==> src/rtl/multipli_arbiter_pkg.sv <==
// Shared types and width helpers for the multiplier-sharing arbiter.
package multipli_arb_pkg;

  typedef enum logic [1:0] {
    IDLE   = 2'd0,
    LAUNCH = 2'd1,
    WAIT   = 2'd2,
    DONE   = 2'd3
  } arb_state_e;

  localparam int TAMANO_DEF  = 8;
  localparam int NREQ_DEF    = 4;
  localparam int TIMEOUT_DEF = 64;

  function automatic int idx_w(input int n);
    return (n > 1) ? $clog2(n) : 1;
  endfunction

  function automatic int wd_w(input int t);
    return $clog2(t + 1);
  endfunction

endpackage

==> src/rtl/multipli_arbiter_if.sv <==
// Requester and multiplier-side signals of the arbiter, bundled for port connection.
interface multipli_arbiter_if #(
  parameter int tamano = 8,
  parameter int NREQ   = 4
);
  logic [NREQ-1:0]        REQ;
  logic [NREQ*tamano-1:0] REQ_A;
  logic [NREQ*tamano-1:0] REQ_B;
  logic [NREQ-1:0]        GNT;
  logic [NREQ-1:0]        RSP_VALID;
  logic [2*tamano-1:0]    RSP_S;
  logic                   RSP_ERR;
  logic                   BUSY;
  logic                   M_START;
  logic [tamano-1:0]      M_A;
  logic [tamano-1:0]      M_B;
  logic [2*tamano-1:0]    M_S;
  logic                   M_END;

  modport slave (
    input  REQ, REQ_A, REQ_B, M_S, M_END,
    output GNT, RSP_VALID, RSP_S, RSP_ERR, BUSY, M_START, M_A, M_B
  );

  modport master (
    output REQ, REQ_A, REQ_B, M_S, M_END,
    input  GNT, RSP_VALID, RSP_S, RSP_ERR, BUSY, M_START, M_A, M_B
  );
endinterface

==> src/rtl/multipli_arbiter_rr_pick.sv <==
// Combinational round-robin picker: first requester at or above the pointer, with wrap.
module rr_pick #(
  parameter int NREQ  = 4,
  parameter int IDX_W = 2
) (
  input  logic [NREQ-1:0]  i_req,
  input  logic [IDX_W-1:0] i_ptr,
  output logic [NREQ-1:0]  o_gnt,
  output logic [IDX_W-1:0] o_idx,
  output logic             o_any
);

  logic [IDX_W:0] w_dist;
  logic [IDX_W:0] w_best;

  // The requester closest to the pointer (in wrapped distance) wins.
  always_comb begin
    o_gnt  = '0;
    o_idx  = '0;
    o_any  = 1'b0;
    w_dist = '0;
    w_best = '1;
    for (int j = 0; j < NREQ; j++) begin
      if (IDX_W'(j) >= i_ptr) w_dist = (IDX_W+1)'(j) - {1'b0, i_ptr};
      else                    w_dist = (IDX_W+1)'(j + NREQ) - {1'b0, i_ptr};
      if (i_req[j] && (w_dist < w_best)) begin
        w_best = w_dist;
        o_idx  = IDX_W'(j);
        o_any  = 1'b1;
      end
    end
    for (int j = 0; j < NREQ; j++) begin
      o_gnt[j] = o_any && (o_idx == IDX_W'(j));
    end
  end

endmodule

==> src/rtl/multipli_arbiter.sv <==
// Round-robin sequencer sharing one sequential multiplier between NREQ requesters,
// with a watchdog that aborts an operation whose END never arrives.
module multipli_arbiter
  import multipli_arb_pkg::*;
#(
  parameter int tamano  = TAMANO_DEF,
  parameter int NREQ    = NREQ_DEF,
  parameter int TIMEOUT = TIMEOUT_DEF
) (
  input logic               CLOCK,
  input logic               RESET,
  multipli_arbiter_if.slave bus
);

  localparam int IDX_W = idx_w(NREQ);
  localparam int WD_W  = wd_w(TIMEOUT);

  arb_state_e          r_state, w_state;
  logic [IDX_W-1:0]    r_owner, w_owner;
  logic [IDX_W-1:0]    r_ptr,   w_ptr;
  logic [WD_W-1:0]     r_wd,    w_wd;
  logic [NREQ-1:0]     r_gnt,   w_gnt;
  logic [NREQ-1:0]     r_rsp_valid, w_rsp_valid;
  logic [2*tamano-1:0] r_rsp_s, w_rsp_s;
  logic                r_rsp_err, w_rsp_err;
  logic                r_busy,  w_busy;
  logic                r_start, w_start;
  logic [tamano-1:0]   r_m_a,   w_m_a;
  logic [tamano-1:0]   r_m_b,   w_m_b;

  logic [NREQ-1:0]     w_pick_gnt;
  logic [IDX_W-1:0]    w_pick_idx;
  logic                w_pick_any;
  logic [tamano-1:0]   w_sel_a, w_sel_b;
  logic [NREQ-1:0]     w_owner_oh;
  logic [WD_W-1:0]     w_wd_inc;

  rr_pick #(.NREQ(NREQ), .IDX_W(IDX_W)) u_pick (
    .i_req (bus.REQ),
    .i_ptr (r_ptr),
    .o_gnt (w_pick_gnt),
    .o_idx (w_pick_idx),
    .o_any (w_pick_any)
  );

  always_comb begin
    w_sel_a    = '0;
    w_sel_b    = '0;
    w_owner_oh = '0;
    for (int j = 0; j < NREQ; j++) begin
      if (w_pick_gnt[j]) begin
        w_sel_a = bus.REQ_A[j*tamano +: tamano];
        w_sel_b = bus.REQ_B[j*tamano +: tamano];
      end
      w_owner_oh[j] = (r_owner == IDX_W'(j));
    end
  end

  always_comb begin
    w_state     = r_state;
    w_owner     = r_owner;
    w_ptr       = r_ptr;
    w_wd        = r_wd;
    w_gnt       = '0;
    w_rsp_valid = '0;
    w_rsp_s     = r_rsp_s;
    w_rsp_err   = r_rsp_err;
    w_start     = 1'b0;
    w_m_a       = r_m_a;
    w_m_b       = r_m_b;
    w_wd_inc    = r_wd + 1'b1;
    case (r_state)
      IDLE: begin
        if (w_pick_any) begin
          w_state = LAUNCH;
          w_owner = w_pick_idx;
          w_ptr   = (w_pick_idx == IDX_W'(NREQ-1)) ? '0 : w_pick_idx + 1'b1;
          w_gnt   = w_pick_gnt;
          w_start = 1'b1;
          w_m_a   = w_sel_a;
          w_m_b   = w_sel_b;
        end
      end
      LAUNCH: begin
        w_state = WAIT;
        w_wd    = '0;
      end
      WAIT: begin
        w_wd = w_wd_inc;
        // r_wd == 0 marks the first WAIT cycle, where a stale END may still be high.
        if (bus.M_END && (r_wd != '0)) begin
          w_state     = DONE;
          w_rsp_s     = bus.M_S;
          w_rsp_err   = 1'b0;
          w_rsp_valid = w_owner_oh;
        end else if (w_wd_inc == WD_W'(TIMEOUT)) begin
          w_state     = DONE;
          w_rsp_s     = '0;
          w_rsp_err   = 1'b1;
          w_rsp_valid = w_owner_oh;
        end
      end
      DONE: begin
        w_state = IDLE;
      end
      default: begin
        w_state = IDLE;
      end
    endcase
    w_busy = (w_state != IDLE);
  end

  always_ff @(posedge CLOCK or negedge RESET) begin
    if (!RESET) begin
      r_state     <= IDLE;
      r_owner     <= '0;
      r_ptr       <= '0;
      r_wd        <= '0;
      r_gnt       <= '0;
      r_rsp_valid <= '0;
      r_rsp_s     <= '0;
      r_rsp_err   <= 1'b0;
      r_busy      <= 1'b0;
      r_start     <= 1'b0;
      r_m_a       <= '0;
      r_m_b       <= '0;
    end else begin
      r_state     <= w_state;
      r_owner     <= w_owner;
      r_ptr       <= w_ptr;
      r_wd        <= w_wd;
      r_gnt       <= w_gnt;
      r_rsp_valid <= w_rsp_valid;
      r_rsp_s     <= w_rsp_s;
      r_rsp_err   <= w_rsp_err;
      r_busy      <= w_busy;
      r_start     <= w_start;
      r_m_a       <= w_m_a;
      r_m_b       <= w_m_b;
    end
  end

  assign bus.GNT       = r_gnt;
  assign bus.RSP_VALID = r_rsp_valid;
  assign bus.RSP_S     = r_rsp_s;
  assign bus.RSP_ERR   = r_rsp_err;
  assign bus.BUSY      = r_busy;
  assign bus.M_START   = r_start;
  assign bus.M_A       = r_m_a;
  assign bus.M_B       = r_m_b;

endmodule

==> src/flat_wrapper.sv <==
// flat-port wrapper written by rule: the top's interface ports become plain ports
module multipli_arbiter_flat import multipli_arb_pkg::*;
#(
  parameter int tamano  = TAMANO_DEF,
  parameter int NREQ    = NREQ_DEF,
  parameter int TIMEOUT = TIMEOUT_DEF
)
  (CLOCK, RESET, bus_REQ, bus_REQ_A, bus_REQ_B, bus_M_S, bus_M_END, bus_GNT, bus_RSP_VALID, bus_RSP_S, bus_RSP_ERR, bus_BUSY, bus_M_START, bus_M_A, bus_M_B);
  multipli_arbiter_if #(.tamano(tamano), .NREQ(NREQ)) bus_i ();
  input logic CLOCK;
  input logic RESET;
  input wire logic [$bits(bus_i.REQ)-1:0] bus_REQ;
  input wire logic [$bits(bus_i.REQ_A)-1:0] bus_REQ_A;
  input wire logic [$bits(bus_i.REQ_B)-1:0] bus_REQ_B;
  input wire logic [$bits(bus_i.M_S)-1:0] bus_M_S;
  input wire logic [$bits(bus_i.M_END)-1:0] bus_M_END;
  output wire logic [$bits(bus_i.GNT)-1:0] bus_GNT;
  output wire logic [$bits(bus_i.RSP_VALID)-1:0] bus_RSP_VALID;
  output wire logic [$bits(bus_i.RSP_S)-1:0] bus_RSP_S;
  output wire logic [$bits(bus_i.RSP_ERR)-1:0] bus_RSP_ERR;
  output wire logic [$bits(bus_i.BUSY)-1:0] bus_BUSY;
  output wire logic [$bits(bus_i.M_START)-1:0] bus_M_START;
  output wire logic [$bits(bus_i.M_A)-1:0] bus_M_A;
  output wire logic [$bits(bus_i.M_B)-1:0] bus_M_B;
  assign bus_i.REQ = bus_REQ;
  assign bus_i.REQ_A = bus_REQ_A;
  assign bus_i.REQ_B = bus_REQ_B;
  assign bus_i.M_S = bus_M_S;
  assign bus_i.M_END = bus_M_END;
  assign bus_GNT = bus_i.GNT;
  assign bus_RSP_VALID = bus_i.RSP_VALID;
  assign bus_RSP_S = bus_i.RSP_S;
  assign bus_RSP_ERR = bus_i.RSP_ERR;
  assign bus_BUSY = bus_i.BUSY;
  assign bus_M_START = bus_i.M_START;
  assign bus_M_A = bus_i.M_A;
  assign bus_M_B = bus_i.M_B;
  multipli_arbiter #(.tamano(tamano), .NREQ(NREQ), .TIMEOUT(TIMEOUT)) u_core (.CLOCK(CLOCK), .RESET(RESET), .bus(bus_i));
endmodule
==> config.mk <==
export PLATFORM = sky130hd
export DESIGN_NAME = multipli_arbiter_flat
export DESIGN_NICKNAME = d
export VERILOG_FILES = /design/src/rtl/multipli_arbiter_pkg.sv /design/src/rtl/multipli_arbiter_if.sv /design/src/rtl/multipli_arbiter_rr_pick.sv /design/src/rtl/multipli_arbiter.sv /design/src/flat_wrapper.sv
export SDC_FILE = /design/constraint.sdc
export NUM_CORES = 1
export LEC_CHECK = 0
export ABC_AREA = 1
export BUFFER_PORTS_ARGS = -buffer_cell sky130_fd_sc_hd__buf_2
export CORE_ASPECT_RATIO = 0.75
export CORE_MARGIN = 2
export CORE_UTILIZATION = 40
export DETAILED_ROUTE_END_ITERATION = 10
export PLACE_DENSITY = 0.68
export SYNTH_ARGS = -nofsm -noshare
export SYNTH_HDL_FRONTEND = slang
export SYNTH_SLANG_ARGS = --single-unit
==> constraint.sdc <==
create_clock -name CLOCK -period 7.2 [get_ports CLOCK]
set_input_delay 0.72 -clock CLOCK [delete_from_list [all_inputs] [get_ports CLOCK]]
set_output_delay 0.72 -clock CLOCK [all_outputs]
set_load 0.05 [all_outputs]
# ---- Word level (Yosys, flattened, before mapping)
# Cells that the tools add are included.
dict set report classes {
  addsub 10
  n_reduce_logical 18
  div_mod_pow 0
  bitwise 0
  muxes 39
  mul 0
  eq_ne 10
  shift 0
  order_cmp 8
}
# operator n
set op_table {}
lappend op_table {{$mux 8} 8}
lappend op_table {{$mux 16} 2}
lappend op_table {{$mux 3} 7}
lappend op_table {{$mux 4} 5}
lappend op_table {{$pmux 7 s2} 1}
lappend op_table {{$eq 2x2->1 const B} 6}
lappend op_table {{$mux 2} 6}
lappend op_table {{$sub 3x2->3 const A} 4}
lappend op_table {{$logic_and 1x1->1} 9}
lappend op_table {{$lt 3x3->1} 3}
lappend op_table {{$mux 1} 9}
lappend op_table {{$pmux 2 s4} 1}
lappend op_table {{$add 7x1->7 const B} 1}
lappend op_table {{$eq 7x7->1 const B} 1}
lappend op_table {{$reduce_bool 7->1} 1}
lappend op_table {{$eq 2x1->1 const B} 3}
lappend op_table {{$logic_not 2->1} 3}
lappend op_table {{$reduce_bool 2->1} 3}
lappend op_table {{$sub 1x2->3 const A} 2}
lappend op_table {{$sub 2x2->3 const A} 2}
lappend op_table {{$ge 1x2->1 const A} 2}
lappend op_table {{$ge 2x2->1 const A} 2}
lappend op_table {{$reduce_and 2->1} 2}
lappend op_table {{$lt 3x3->1 const B} 1}
lappend op_table {{$add 2x1->2 const B} 1}
dict set report totals {
  mem_count 0
  word_cells 97
  out_inout_bits 43
  romBits 0
  inputBits 87
  reg_bits 56
  latch_bits 0
  ramBits 0
}

# ---- Longest topological paths before layout
# Gate-level depths: netlist (run 1).
dict set report depth {
  ltp_word 20
  depth_mapped 32
  ltp_nobuf 30
}

# ---- Modules after synthesis
# A second synthesis (run 1) with hierarchy kept.
dict set report unflattened {
  cells_unflattened 356
  hier_area_um2 2955.3
}
# module area_each_um2 n_inst cells_per_inst seq_area_each_um2
set modules_own_cells {}
lappend modules_own_cells {multipli_arbiter 2643.8 1 302 1401.3}
lappend modules_own_cells {rr_pick 311.5 1 54 0.0}

# ---- Worst setup path before layout (run 1)
# OpenSTA, ideal clock, no wires.
dict set report synth_path {
  path_kind {register -> register}
  from {register u_core.r_ptr[1]}
  to {register u_core.r_m_a[6], in the netlist u_core.bus.M_A[6]}
  setup_time_ns 0.118
  path_stages_with_launch 29
  required_time_ns 7.082
  path_slack_ns 3.081
  n_path_buf 3
  period_less_slack_ns 4.119
  arrival_ns 4.001
  cell_sequence {dfrtp_1 inv_1 ha_1 nand2_1 inv_1 ha_1 inv_1 nor2_1 nand2_1 nand2_2 o21ai_0 ha_1 nand2_1 nand2_1 nor2_1 nand2_4 nand2_1 o21ai_0 ha_1 nand3_2 nand3_4 nand2_2 buf_2 ha_1 clkbuf_1 clkbuf_1 a21oi_1 nand2_1 nand2_1}
}
dict set report synth_via {
  elab_chain_cells 20
  elab_cells_between_ends 47
  cone_classes {add/sub (8); order compare (8); eq/ne (3); mux (18); reduce/logical (10)}
}
# element line
set synth_lines {}
lappend synth_lines {{from (decl)} multipli_arbiter.sv:20} ;# logic [IDX_W-1:0] r_ptr, w_ptr;
lappend synth_lines {{from (signal assigned)} multipli_arbiter.sv:130} ;# r_ptr <= w_ptr;
lappend synth_lines {{$sub 3x2->3 (tied with other cells)} multipli_arbiter_rr_pick.sv:25} ;# else w_dist = (IDX_W+1)'(j + NREQ) - {1'b0, i_ptr};
lappend synth_lines {{$mux 3} multipli_arbiter_rr_pick.sv:24} ;# if (IDX_W'(j) >= i_ptr) w_dist = (IDX_W+1)'(j) - {1'b0, i_ptr};
lappend synth_lines {{$lt 3x3->1} multipli_arbiter_rr_pick.sv:26} ;# if (i_req[j] && (w_dist < w_best)) begin
lappend synth_lines {{$logic_and 1x1->1} multipli_arbiter_rr_pick.sv:26}
lappend synth_lines {{$mux 3} multipli_arbiter_rr_pick.sv:26}
lappend synth_lines {{$lt 3x3->1} multipli_arbiter_rr_pick.sv:26}
lappend synth_lines {{$logic_and 1x1->1} multipli_arbiter_rr_pick.sv:26}
lappend synth_lines {{$mux 3} multipli_arbiter_rr_pick.sv:26}
lappend synth_lines {{[... 3 more ...]} n/a}
lappend synth_lines {{$lt 3x3->1} multipli_arbiter_rr_pick.sv:26}
lappend synth_lines {{$logic_and 1x1->1} multipli_arbiter_rr_pick.sv:26}
lappend synth_lines {{$mux 2 (*)} multipli_arbiter_rr_pick.sv:26}
lappend synth_lines {{via u_core.u_pick.o_idx[1]} multipli_arbiter_rr_pick.sv:9} ;# output logic [IDX_W-1:0] o_idx,
lappend synth_lines {{$logic_not 2->1} multipli_arbiter_rr_pick.sv:33} ;# o_gnt[j] = o_any && (o_idx == IDX_W'(j));
lappend synth_lines {{$logic_and 1x1->1} multipli_arbiter_rr_pick.sv:33}
lappend synth_lines {{$mux 8 (3 in a row)} multipli_arbiter.sv:51} ;# if (w_pick_gnt[j]) begin
lappend synth_lines {{$mux 8 (*)} multipli_arbiter.sv:51}
lappend synth_lines {{to (signal assigned)} multipli_arbiter.sv:138} ;# r_m_a <= w_m_a;
lappend synth_lines {{to (decl)} multipli_arbiter.sv:28} ;# logic [tamano-1:0] r_m_a, w_m_a;
# Mark *: on every way through the listed nets, which the timed path passes. The rest lies on a longest branch.
# A chain may end at the register's enable or synchronous reset.

# ---- Worst setup path after layout (run 1)
dict set report layout_path {
  from {register u_core.r_ptr[1]}
  to {register u_core.r_m_a[0], in the netlist u_core.bus.M_A[0]}
}
dict set report layout_via {
  elab_chain_cells 20
  elab_cells_between_ends 47
  cone_classes {add/sub (8); order compare (8); eq/ne (3); mux (18); reduce/logical (10)}
}
# element line
set layout_lines {}
lappend layout_lines {{$sub 3x2->3 (tied with other cells)} multipli_arbiter_rr_pick.sv:25}
lappend layout_lines {{$mux 3} multipli_arbiter_rr_pick.sv:24}
lappend layout_lines {{$lt 3x3->1} multipli_arbiter_rr_pick.sv:26}
lappend layout_lines {{$logic_and 1x1->1} multipli_arbiter_rr_pick.sv:26}
lappend layout_lines {{$mux 3} multipli_arbiter_rr_pick.sv:26}
lappend layout_lines {{$lt 3x3->1} multipli_arbiter_rr_pick.sv:26}
lappend layout_lines {{$logic_and 1x1->1} multipli_arbiter_rr_pick.sv:26}
lappend layout_lines {{$mux 3} multipli_arbiter_rr_pick.sv:26}
lappend layout_lines {{$lt 3x3->1} multipli_arbiter_rr_pick.sv:26}
lappend layout_lines {{$logic_and 1x1->1} multipli_arbiter_rr_pick.sv:26}
lappend layout_lines {{$mux 3} multipli_arbiter_rr_pick.sv:26}
lappend layout_lines {{$lt 3x3->1} multipli_arbiter_rr_pick.sv:26}
lappend layout_lines {{$logic_and 1x1->1} multipli_arbiter_rr_pick.sv:26}
lappend layout_lines {{$mux 2} multipli_arbiter_rr_pick.sv:26}
lappend layout_lines {{$logic_not 2->1} multipli_arbiter_rr_pick.sv:33}
lappend layout_lines {{$logic_and 1x1->1} multipli_arbiter_rr_pick.sv:33}
lappend layout_lines {{$mux 8 (4 in a row)} multipli_arbiter.sv:51}
# Parallel ways exist; a longest one is shown, timed or not.

==> metrics.cfg, run 1 <==
[cells_and_area]
final_nets=678
final_util_pct=51.4
area_growth_pct=22.6
finalInstanceArea_um2=4130
final_common_cell=nand2_1
instances_no_fill=684
diodes=0
layout_common_cells=nand2_1 (175), buf_2 (129), inv_1 (56), dfrtp_1 (56), nand3_1 (39)
layout-drive-gt1-share_pct=30.4

[timing]
skew_ns=0.0100
hold_viol=0
min_period_over_period_pct=66.8
worst_pin_slew_ns=0.763
tns_ns=0
final_max_slew_viol_count=0
finalSetupViolCount=0
fmax_mhz=208
min_period_ns=4.81
slew_headroom_pct=49.2
rsz0062_at_grt=false

[clock_tree]
hold_buffers=0
clk_path_buf_depth=2
cts_tree=built
cts-root-buf=clkbuf_8
cts.htree.levels=2
cts_setup_buffers=0
cts_num_sinks=56
clk_pin_slew_ns=0.10
clock_latency_ns=0.30
cts_buffers=5
cts_resized=0

[drt]
drt_wl_total_um=8180
ant_nets=0
dr.pass1.iters=4
avgViaCountPerCell=4.67
drt_iter0_drc=169
wl_per_cell_um=12.0
route.detailed.drc=0
via_count=3194

[floorplan]
dieWidth_um=110
io_pins=130
start_util_pct=42.0
rows=28
dieHeight_um=83.5
die-area_um2=9180
core_area_um2=8020

[run]
maxCapViolCount=0

[yosys]
synth_area_leader_cell=dfrtp_1
yosysSeqAreaShare_pct=41.6
yosys_warnings=0
synthesis.nets=559
synthFlopType=dfrtp_1
syn_area_um2=3370
synthCells=459
yosys.cell_types.count=31
synth_edf_count=0
syn_avg_cell_area_um2=7.34
async_reset_ff_share_pct=100
yosysTopAreaCellShare_pct=41.6
ys_ff_latch=56
synth.area.top_cells=dfrtp_1 (42%), nand2_1 (20%), inv_1 (6.2%)

[worst_setup_path]
end_kind=flop
critPathSlowestCell=ha_1
critPathArrivalTime_ns=5.06
max_stage_delay_ns=0.66
cp_max_fo=19
startpoint_type=flop
required_ns=7.45
worstSetupPathType=flop to flop
critPathMostFrequentCell=nand2_1

[placement]
dp_cells=676
port_buffers=129
place_area_um2=4040
place_hpwl_um=6340
place.gp.congestion=0.906

[power]
p_leak_nw=2.49
p_sw_mw=1.21
clkPwrFrac_pct=7.9
ir_drop_mv=0.265
intPower_mw=0.888
power.density_nw_per_um2=508
swShare_pct=57.6
power_frac_seq_pct=24.2
pwr-share-comb_pct=67.9

[global_route]
grt_pass1_vias=3047
grt_max_degree=57
grtUsageTotal_pct=18.1
antenna_found_initial=0
grt_pass1_wl_um=13400
overflow=0

[outcome]
status=complete, no violations

[hold_path]
hp-class=flop to flop

==> metrics by stage <==
stage,power (mW),hold WS [ns],setup WS [ns]
floorplan,1.68,0.424,3.08
global placement,1.91,0.449,2.57
detailed placement,1.94,0.454,2.36
CTS,2.11,0.471,2.37
global route,2.30,0.498,1.89
finish,2.09,0.472,2.39
==> routing by layer <==
| metal | wire length [um] | share of wire, % | vias up | GRT usage [%] |
|---|---|---|---|---|
| met1 | 3860 | 47 | 1431 | 24.4 |
| met2 | 3770 | 46 | 86 | 30.0 |
| met5 | 0 | 0 | - | 0 |
| li1 | - | - | 1667 | - |
| met4 | 90 | 1.1 | 0 | 3.57 |
| met3 | 452 | 5.5 | 10 | 3.83 |
==> registers in the layout, summed over array words and instances (netlist names), 2 cells and up <==
| name | flops |
|---|---|
| u_core.bus.M_A | 8 |
| u_core.r_owner | 2 |
| u_core.bus.GNT | 4 |
| u_core.r_state | 2 |
| u_core.bus.RSP_S | 16 |
| u_core.bus.RSP_VALID | 4 |
| u_core.r_wd | 7 |
| u_core.bus.M_B | 8 |
| u_core.r_ptr | 2 |
==> power groups by stage <==
stage,registers [mW],clock network (mW),logic (mW)
CTS,0.507,0.173,1.43
floorplan,0.837,0,0.842
global route,0.522,0.188,1.59
finish,0.507,0.165,1.42
global placement,0.510,0,1.40
detailed placement,0.511,0,1.43
==> cells in the mapped netlist, types with 5 or more instances <==
library cell,instances
inv_1,56
nor2_1,9
nand3_1,39
nand2_1,175
a21oi_1,19
nand2_2,20
o21ai_2,9
ha_1,13
clkbuf_1,8
nor3_1,6
dfrtp_1,56
buf_2,5
o21ai_0,17
==> cell families (layout without fill, tap and decap cells) <==
kind of cell	count (synthesis)	in the layout	share of synthesized area, %
AO/OA/AOI/OAI	51	51	8.84
adder cells (fa/ha/maj)	13	13	4.83
flip-flops	56	56	41.6
XOR/XNOR	4	4	1.04
AND/OR/NAND/NOR	257	257	33.4
buffers and inverters	78	198	10.3
==> cell type report <==
type                       count  area (um^2)
clock buffer                   5         68.8
clock inverter                 3         18.8
fill                         831         3900
inverter                      59          226
multi-input combinational    325         1620
sequential                    56         1400
tap                          105          131
timing repair buffer         131          661
==> final timing paths <==
path	startpoint	endpoint	slack, ns	cells past startpoint
min in group asynchronous	RESET	u_core.bus.M_A[7]$_DFFE_PN0P_	0.54	2
max	u_core.r_ptr[1]$_DFFE_PN0P_	u_core.bus.M_A[0]$_DFFE_PN0P_	2.39	28
min	u_core.bus.RSP_S[12]$_DFFE_PN0P_	u_core.bus.RSP_S[12]$_DFFE_PN0P_	0.47	2
max in group asynchronous	RESET	u_core.bus.RSP_S[3]$_DFFE_PN0P_	6.21	2
max reg2reg	u_core.r_ptr[1]$_DFFE_PN0P_	u_core.bus.M_A[0]$_DFFE_PN0P_	2.39	28
min reg2reg	u_core.bus.RSP_S[12]$_DFFE_PN0P_	u_core.bus.RSP_S[12]$_DFFE_PN0P_	0.47	2
==> worst max-delay path: cells and delay by family (launching register included) <==
family	cells	cell delay [ns]
buffers and inverters	4	0.27
and+or+nand+nor	17	1.91
DFF	1	0.45
adders and majority gates	5	1.73
AOI/OAI and AO/OA	2	0.37
Note: power is estimated with default switching activity, not from simulation.
==> run 2: changes to the inputs <==
Settings changed: ABC_AREA 1 to 0, PLACE_DENSITY 0.68 to 0.71.
Clock period 7.2 ns to 3.94 ns, I/O delays scaled along.
==> run 2 against run 1 <==
Compared with the run above:
- critical endpoint is now u_core.bus.M_B[0]$_DFFE_PN0P_
- the run now ends with negative setup slack left
- clock-buffer cell count unchanged
- via count increased by 2.0%
- flip-flop and latch count unchanged
- first-iteration DRC count decreased by 12%
- highest routed layer unchanged
- sequential power increased by 82%
- worst hold slack got worse by 0.40 ns
- largest power group unchanged
- maximum frequency increased by 13%
- die area decreased by 5.0%
- non-clock buffer count increased by 50
- sequential share of layout area decreased by 3.4 points
- largest cell class unchanged
==> metrics.cfg, run 2 <==
[drt]
drt_iter0_drc=149  ; was 169
route.detailed.drc=0  ; unchanged
wl_per_cell_um=15.7  ; was 12.0 um
avgViaCountPerCell=5.47  ; was 4.67
ant_nets=0  ; unchanged
dr.pass1.iters=4  ; unchanged
via_count=3259  ; was 3194
drt_wl_total_um=9380  ; was 8180 um

[worst_setup_path]
critPathBufInv=1  ; was 4
critPathArrivalTime_ns=4.48  ; was 5.06 ns
startpoint_type=flop  ; unchanged
cp.depth=23  ; was 28
critPathMostFrequentCell=ha_4  ; was nand2_1
reg2reg_slack_ns=-0.33  ; was 2.39 ns
max_stage_delay_ns=0.43  ; was 0.66 ns
r2r-start=u_core.r_ptr[0]$_DFFE_PN0P_  ; was u_core.r_ptr[1]$_DFFE_PN0P_
cp_max_fo=8  ; was 19
required_ns=4.14  ; was 7.45 ns
reg2reg_depth=23  ; was 28
critPathSlowestCell=dfrtp_1  ; was ha_1
worstSetupPathType=flop to flop  ; unchanged
worstReg2RegEnd=u_core.bus.M_B[0]$_DFFE_PN0P_  ; was u_core.bus.M_A[0]$_DFFE_PN0P_
end_kind=flop  ; unchanged
crit_chain=ha_4 -> nand2_4 -> inv_4 -> ha_4 -> nand2_2 -> o21a_1 -> or2_1 -> o21a_1 -> ha_4 -> nand4_1 -> and2_4 -> nor2_2 -> a21oi_4 -> ha_4 -> o21ai_2 -> o21ai_2 -> nor2_1 -> a211o_1 -> ha_4 -> and2_4 -> a32o_1 -> a31oi_1 -> o211ai_1
crit_family=compound AO/OA/AOI/OAI gates  ; was simple AND/OR/NAND/NOR gates

[timing]
skew_ns=0.0131  ; was 0.0100 ns
min_period_over_period_pct=108  ; was 66.8%
worst_pin_slew_ns=0.741  ; was 0.763 ns
postLayoutSetupSlackWorst_ns=-0.333  ; was 2.39 ns
final_max_slew_viol_count=0  ; unchanged
min_period_ns=4.27  ; was 4.81 ns
hold_viol=0  ; unchanged
slew_headroom_pct=50.6  ; was 49.2%
rsz0062_at_grt=true  ; was false
finalSetupViolCount=17  ; was 0
fmax_mhz=234  ; was 208 MHz
tns_ns=-4.57  ; was 0 ns

[clock_tree]
clock_latency_ns=0.33  ; was 0.30 ns
clk_pin_slew_ns=0.12  ; was 0.10 ns
clk_path_buf_depth=2  ; unchanged
cts_num_sinks=56  ; unchanged
cts_tree=built  ; unchanged
cts-root-buf=clkbuf_8  ; unchanged
cts_buffers=5  ; unchanged
cts.htree.levels=2  ; unchanged

[run]
maxCapViolCount=0  ; unchanged

[placement]
place.gp.congestion=0.933  ; was 0.906
place_hpwl_um=6800  ; was 6340 um
port_buffers=129  ; unchanged

[floorplan]
dieWidth_um=107  ; was 110 um
rows=28  ; unchanged
dieHeight_um=81.3  ; was 83.5 um
io_pins=130  ; unchanged
die-area_um2=8710  ; was 9180 um^2
core_area_um2=7810  ; was 8020 um^2
start_util_pct=40.8  ; was 42.0%

[yosys]
syn_avg_cell_area_um2=9.91  ; was 7.34 um^2
yosysTopAreaCellShare_pct=43.9  ; was 41.6%
synth_area_leader_cell=dfrtp_1  ; unchanged
synthFlopType=dfrtp_1  ; unchanged
ys_ff_latch=56  ; unchanged
yosys.cell_types.count=46  ; was 31
yosysMostFrequentCell=dfrtp_1  ; was nand2_1
syn_area_um2=3190  ; was 3370 um^2
synthCells=322  ; was 459
synth_edf_count=0  ; unchanged
yosys_warnings=0  ; unchanged
async_reset_ff_share_pct=100  ; unchanged
synth.area.top_cells=dfrtp_1 (44%), ha_1 (5.1%), a32o_1 (5.0%)  ; was dfrtp_1 (42%), nand2_1 (20%), inv_1 (6.2%)
synthesis.nets=422  ; was 559
synthTopCellsByCount=dfrtp_1 (56), nand2_1 (33), nand2b_1 (20)  ; was nand2_1 (175), dfrtp_1 (56), inv_1 (56), nand3_1 (39), nand2_2 (20)
yosysSeqAreaShare_pct=43.9  ; was 41.6%

[power]
p_sw_mw=2.27  ; was 1.21 mW
power.density_nw_per_um2=985  ; was 508 nW/um^2
power_frac_seq_pct=20.4  ; was 24.2%
ir_drop_mv=0.490  ; was 0.265 mV
p_leak_nw=2.26  ; was 2.49 nW
swShare_pct=50.2  ; was 57.6%
clkPwrFrac_pct=7.6  ; was 7.9%
intPower_mw=2.25  ; was 0.888 mW
power_mw=4.53  ; was 2.09 mW
pwr-share-comb_pct=72.0  ; was 67.9%

[outcome]
status=finished, violations left  ; was complete, no violations
violations=negative setup slack

[cells_and_area]
diodes=0  ; unchanged
final_util_pct=58.8  ; was 51.4%
final_common_cell=buf_2  ; was nand2_1
layout_common_cells=buf_2 (129), dfrtp_1 (55), buf_4 (48), nand2_1 (31)  ; was nand2_1 (175), buf_2 (129), inv_1 (56), dfrtp_1 (56), nand3_1 (39)
layout-drive-gt1-share_pct=45.8  ; was 30.4%
final_nets=590  ; was 678
area_growth_pct=44.0  ; was 22.6%
largest_reg_flops=16  ; unchanged

[global_route]
overflow=0  ; unchanged
grt_max_degree=30  ; was 57
grt_pass1_wl_um=14600  ; was 13400 um
antenna_found_initial=0  ; unchanged
grtUsageTotal_pct=21.2  ; was 18.1%
grt_pass1_vias=3115  ; was 3047

[hold_path]
hp-class=primary input to async pin  ; was flop to flop

## run 2: what timing repair did
item | CTS | global route
hold endpoints to repair | 0 | 0
buffers inserted | 8 | 6
setup endpoints to repair | 18 | 21
gates resized for setup | 10 | 16
hold buffers | 0 | 0
gates cloned | 1 | 0
pin swaps | 34 | 22
## run 2: kinds of logic after synthesis
group | after synthesis | synth area share, %
simple gates | 113 | 19.9
compound gates | 101 | 25.5
flops | 56 | 43.9
mux | 2 | 0.627
fa+ha+maj | 13 | 5.10
buf+inv | 37 | 4.94
## run 2: worst max path at each step
stage,from,endpoint,slack (ns)
2_1_floorplan,u_core.r_ptr[1]$_DFFE_PN0P_,u_core.bus.M_A[6]$_DFFE_PN0P_,-0.56
3_3_place_gp,u_core.r_ptr[0]$_DFFE_PN0P_,u_core.bus.M_A[5]$_DFFE_PN0P_,-0.24
3_5_place_dp,u_core.r_ptr[0]$_DFFE_PN0P_,u_core.bus.M_B[0]$_DFFE_PN0P_,-0.40
4_1_cts,u_core.r_ptr[0]$_DFFE_PN0P_,u_core.bus.M_B[4]$_DFFE_PN0P_,-0.27
5_1_grt,u_core.r_ptr[1]$_DFFE_PN0P_,u_core.bus.M_B[0]$_DFFE_PN0P_,-0.60
6_report,u_core.r_ptr[0]$_DFFE_PN0P_,u_core.bus.M_B[0]$_DFFE_PN0P_,-0.33
## run 2: power groups by stage
stage / clock network (mW) / registers (mW) / logic (mW)
finish: 0.346 / 0.922 / 3.26
global route: 0.373 / 0.954 / 3.50
CTS: 0.350 / 0.921 / 3.01
detailed placement: 0 / 0.930 / 2.88
global placement: 0 / 0.928 / 2.83
floorplan: 0 / 1.55 / 1.37
## run 2: per-layer routing
layer	global-route usage, %	part of all wire (%)	up-vias
met5	0	0	-
met4	7.66	1.4	0
met3	3.93	6.7	14
met2	35.8	47	125
met1	27.6	44	1551
li1	-	-	1569
## run 2: layout make-up
type                    count  area (um^2)
repair buffers            181         1070
fillers                   645         3220
clock buffers               5         68.8
flip-flops and latches     56         1400
multi-input cells         230         1830
inverters                  16         62.6
well taps                 105          131
clock inverters             3         27.5
## run 2: stage by stage
step	cell area, um^2	worst slack (ns)	hold slack, ns	cells
after floorplan	3310	-0.564	0.0984	322
after global placement	4270	-0.243	0.442	573
after detailed placement	4270	-0.402	0.445	573
after CTS	4460	-0.269	0.0850	590
after global routing	4590	-0.602	0.106	596
final	4590	-0.333	0.0720	596
